--- src/rtl/regfile_bank.sv ---
// Parameterised register file with two combinational read ports, one write port,
// and a sequential clear engine that zeroes every entry one per cycle.
module regfile_bank #(
    parameter int DATA_W    = 8,
    parameter int ADDR_W    = 3,
    parameter int ZERO_REG0 = 0,
    parameter int BYPASS    = 1
) (
    input  logic              clk,
    input  logic              rst,
    input  logic              clr_req,
    input  logic              we,
    input  logic [ADDR_W-1:0] waddr,
    input  logic [DATA_W-1:0] wdata,
    input  logic [ADDR_W-1:0] raddr1,
    input  logic [ADDR_W-1:0] raddr2,
    output logic [DATA_W-1:0] rdata1,
    output logic [DATA_W-1:0] rdata2,
    output logic              busy,
    output logic              clr_done,
    output logic              wr_drop
);

    localparam int                DEPTH    = 2 ** ADDR_W;
    localparam logic [ADDR_W-1:0] LAST_PTR = ADDR_W'(DEPTH - 1);

    localparam logic IDLE  = 1'b0;
    localparam logic CLEAR = 1'b1;

    logic              state;
    logic [ADDR_W-1:0] clr_ptr;
    logic [DATA_W-1:0] mem [DEPTH];

    logic              wr_ok;
    logic              wr_commit;
    logic              mem_we;
    logic [ADDR_W-1:0] mem_waddr;
    logic [DATA_W-1:0] mem_wdata;

    // Reset counts as busy so reads are forced to zero before the first clear runs.
    assign busy      = rst | (state == CLEAR);
    assign wr_ok     = we & ~busy & ~clr_req;
    assign wr_commit = wr_ok & ~((ZERO_REG0 != 0) && (waddr == '0));

    always_comb begin
        mem_we    = 1'b0;
        mem_waddr = waddr;
        mem_wdata = wdata;
        if (busy) begin
            mem_we    = 1'b1;
            mem_waddr = rst ? '0 : clr_ptr;
            mem_wdata = '0;
        end else if (wr_commit) begin
            mem_we = 1'b1;
        end
    end

    always_ff @(posedge clk) begin
        if (mem_we) begin
            mem[mem_waddr] <= mem_wdata;
        end
    end

    always_ff @(posedge clk) begin
        if (rst) begin
            state    <= CLEAR;
            clr_ptr  <= '0;
            clr_done <= 1'b0;
            wr_drop  <= 1'b0;
        end else begin
            clr_done <= 1'b0;
            wr_drop  <= we & ((state == CLEAR) | clr_req);
            case (state)
                IDLE: begin
                    if (clr_req) begin
                        state   <= CLEAR;
                        clr_ptr <= '0;
                    end
                end
                CLEAR: begin
                    clr_ptr <= clr_ptr + ADDR_W'(1);
                    if (clr_ptr == LAST_PTR) begin
                        state    <= IDLE;
                        clr_done <= 1'b1;
                    end
                end
            endcase
        end
    end

    // Priority: clear/reset masking, then hardwired zero, then same-cycle forwarding.
    function automatic logic [DATA_W-1:0] read_port(
        input logic [ADDR_W-1:0] addr,
        input logic [DATA_W-1:0] stored,
        input logic              busy_i,
        input logic              commit_i,
        input logic [ADDR_W-1:0] waddr_i,
        input logic [DATA_W-1:0] wdata_i
    );
        if (busy_i) begin
            return '0;
        end
        if ((ZERO_REG0 != 0) && (addr == '0)) begin
            return '0;
        end
        if ((BYPASS != 0) && commit_i && (waddr_i == addr)) begin
            return wdata_i;
        end
        return stored;
    endfunction

    assign rdata1 = read_port(raddr1, mem[raddr1], busy, wr_commit, waddr, wdata);
    assign rdata2 = read_port(raddr2, mem[raddr2], busy, wr_commit, waddr, wdata);

endmodule

--- config.mk ---
export PLATFORM = sky130hd
export DESIGN_NAME = regfile_bank
export DESIGN_NICKNAME = d
export VERILOG_FILES = /design/src/rtl/regfile_bank.sv
export SDC_FILE = /design/constraint.sdc
export NUM_CORES = 1
export LEC_CHECK = 0
export BUFFER_PORTS_ARGS = -buffer_cell sky130_fd_sc_hd__buf_2
export CAP_MARGIN = 10
export CORE_MARGIN = 4
export CORE_UTILIZATION = 45
export CTS_BUF_LIST = sky130_fd_sc_hd__clkbuf_4 sky130_fd_sc_hd__clkbuf_8
export CTS_CLUSTER_SIZE = 8
export DETAILED_ROUTE_END_ITERATION = 16
export PLACE_DENSITY = 0.66
export SLEW_MARGIN = 10
export SYNTH_ARGS = -nofsm -noshare
export SYNTH_HDL_FRONTEND = slang
export SYNTH_SLANG_ARGS = --single-unit
--- constraint.sdc ---
create_clock -name clk -period 1.9 [get_ports clk]
set_input_delay 0.095 -clock clk [delete_from_list [all_inputs] [get_ports clk]]
set_output_delay 0.095 -clock clk [all_outputs]
set_load 0.03 [all_outputs]
==> results.txt <==
Status -> complete, but fails checks
Failing checks -> negative setup slack
Routed vias -> 2324
Global-route wire length before repair -> 13300 um
Hold Worst Slack -> 0.0764 ns
Post-Synth Simple-Gate Area -> 0.0746
Slowest CP cell -> dfxtp_4
CTS Sinks -> 70
CP Buf/Inv Count -> 3
Seq/Total Area, Yosys -> 0.551
Main combinational cell family by area after synthesis -> multiplexers
Yosys reg bits -> 70
Logic pwr share -> 0.103
Synth Area in Compound Gates -> 0.0607
Multi-input logic area -> 1640 um^2
CTS root buffer -> clkbuf_8
Synth Area in XOR/XNOR -> 0.0142
Crit-path max FO -> 6
Final hold vios -> 0
Fmax -> 0.525 GHz
Final Cycle Share -> 1.00
Ports -> 40
Synth Area in Adders -> 0.00675
Post-Syn Area -> 3710 um^2
# port buffers -> 39
Setup TNS -> -0.00756 ns
Post-DR vias/cell -> 5.97
Worst-Margin Slew -> 0.384 ns
Initial Utilization -> 0.470
Crit. End Element -> primary output
Worst rel slew slack -> 0.742
Final #Nets -> 307
Hold WC Path Type -> input port to flip-flop
Clock Path Buffers -> 2
Reg area -> 2050 um^2
Synth unique cells -> 33
Clock Latency Late Sink -> 0.34 ns
Final setup margin -> -0.00422 ns
Fraction of layout cells with a size suffix above 1 -> 0.425
DIE WIDTH -> 98.8 um
Area leader, netlist -> edfxtp_1
GRT Residual Overflow -> 0
Final setup viols -> 2
Syn-to-layout area delta -> 21.2%
Largest stage delay, worst path -> 0.36 ns
Total CTS buffers -> 9
Total Die Area -> 9750 um^2
Lkg Pwr -> 1.64 nW
Sw frac -> 0.215
Register share of total power -> 0.524
Reg-to-reg slack, setup -> 0.20 ns
Most numerous cell on the critical path -> buf_4
N_diodes -> 0
GPL Wtd Cong -> 0.768
Core area -> 7890 um^2
Crit path cell chain -> nor4b_4 > buf_4 > nand4_4 > buf_6 > a21oi_1 > buf_4
Fill cells -> 589
Worst setup SP type -> flip-flop
Yosys warns -> 0
WS Path Type -> flip-flop to primary output
Min cycle time layout -> 1.90 ns
CP required -> 1.80 ns
DRT Wirelength -> 8690 um
DRC -> 0
Maxcap violations -> 0
Crit path max-delay family -> buffers and inverters
Total track usage -> 0.184
H-tree levels -> 3
Post-synth net total -> 252
Internal power -> 0.00259 W
CTS tree -> built
Wire length per cell -> 22.3 um
Clk_skew -> 0.00795 ns
Clock power frac -> 0.373
DRT iter0 DRCs -> 173
DP Wirelength -> 5970 um
Syn avg cell area -> 16.2 um^2
Row count -> 32
Synth area leaders -> edfxtp_1 52%, mux4_2 11%, mux4_1 9.9%
Post-synthesis mux area share -> 0.252
Power density cells -> 734 nW/um^2
Worst Path Arrival -> 1.81 ns
Final max-slew violation count -> 0
Antenna Violating Nets Remaining -> 0
RSZ-0062 raised after global routing -> true
Psw -> 0.000709 W
Final total power -> 0.00330 W
Maximum vdd ir drop -> 0.398 mV
Vias in the first global route -> 2336
Cells after Synth -> 229
Synth top area share -> 0.518
Chip height -> 98.8 um
TritonRoute pass-1 iters -> 4
Pin count of the biggest net entering global routing -> 18
Hold_buf cts -> 0
Clock transition at path regs -> 0.07 ns
Initial antenna violation count -> 0
## power groups by stage
stage / registers, W / logic (W) / clock network [W]
after floorplan: 0.00176 / 0.000226 / 0
after global placement: 0.00176 / 0.000317 / 0
after detailed placement: 0.00176 / 0.000319 / 0
after CTS: 0.00173 / 0.000329 / 0.00125
after global routing: 0.00173 / 0.000362 / 0.00133
final: 0.00173 / 0.000339 / 0.00123
## layer usage
metal,up-vias,share of wire,global-route usage
li1,1049,-,-
met1,1171,0.44,0.264
met2,94,0.49,0.284
met3,10,0.065,0.0382
met4,0,0.011,0.0578
met5,-,0,0
## flip-flops by register name (all words and copies together), names as in the netlist
name	count
state	1
mem	64
wr_drop	1
clr_done	1
clr_ptr	3
## placed cells by master (no fill, tap or decap), types with 2 or more instances in the layout
cell,synthesis,routed
a211oi_1,3,3
a21oi_1,22,14
a21oi_2,0,7
and2_1,10,8
and2_2,0,2
buf_12,2,2
buf_2,6,26
buf_4,3,22
buf_6,4,11
bufinv_16,0,2
clkbuf_8,0,9
dfxtp_1,6,5
edfxtp_1,64,64
ha_1,2,2
mux2i_1,16,15
mux4_1,14,13
mux4_2,18,19
nand2_1,2,2
nand3b_1,3,3
nand4_4,0,2
nor2_1,9,9
nor2b_1,3,3
nor3_1,3,3
nor3b_1,3,3
o21ai_0,13,3
o21ai_1,2,2
o21ai_2,2,8
o21ai_4,0,4
xnor2_1,6,6
## synth_stat cells (all sizes together)
master	number
mux4	32
ha	2
nand2b	1
nor2b	3
dfxtp	6
nand2	2
nand3	1
nand3b	3
inv	1
or3b	1
nor2	10
nor4bb	1
and2	10
mux2i	16
a211oi	3
nor3	3
o21ai	17
buf	15
edfxtp	64
a21oi	22
clkbuf	3
xnor2	6
nand4	2
nor4b	2
nor3b	3
## final cells by class
type / count / share of cell area
flip-flops and latches: 70 / 0.455
multi-input cells: 140 / 0.366
inverters: 1 / 0.000835
clock inverters: 5 / 0.0170
repair buffers: 62 / 0.106
well taps: 102 / 0.0284
clock buffers: 9 / 0.0276
## kinds of logic after synthesis
group | count (synthesis)
DFF | 70
and+or+nand+nor | 42
AOI/OAI and AO/OA | 42
xor gates and xnor gates | 6
buffers and inverters | 19
adders and majority gates | 2
muxes | 48
## final timing paths
| check | from | end | cells after the start |
|---|---|---|---|
| hold / removal | we | wr_drop | 2 |
| hold reg to reg | clr_ptr[0] | clr_ptr[0] | 2 |
| setup reg to reg | state | mem[5][6] | 5 |
| setup / recovery | state | rdata2[4] | 6 |
## per-stage QoR
step	area (um^2)	util	instances	worst slack, ns
final	4490	0.570	389	-0.00422
after global routing	4490	0.570	389	-0.0980
after CTS	4390	0.556	389	-0.0257
after detailed placement	4050	0.513	371	0.101
after global placement	4050	0.513	371	0.212
after floorplan	3710	-	229	-0.0643
## what timing repair did
item / CTS / global route
setup buffers: 2 / 0
gates cloned: 2 / 0
setup endpoints to repair: 13 / 31
resized for setup: 40 / 32
pin swaps: 3 / 3
hold endpoints to repair: 0 / 0
No activity file was read; power rests on OpenSTA's default activity.
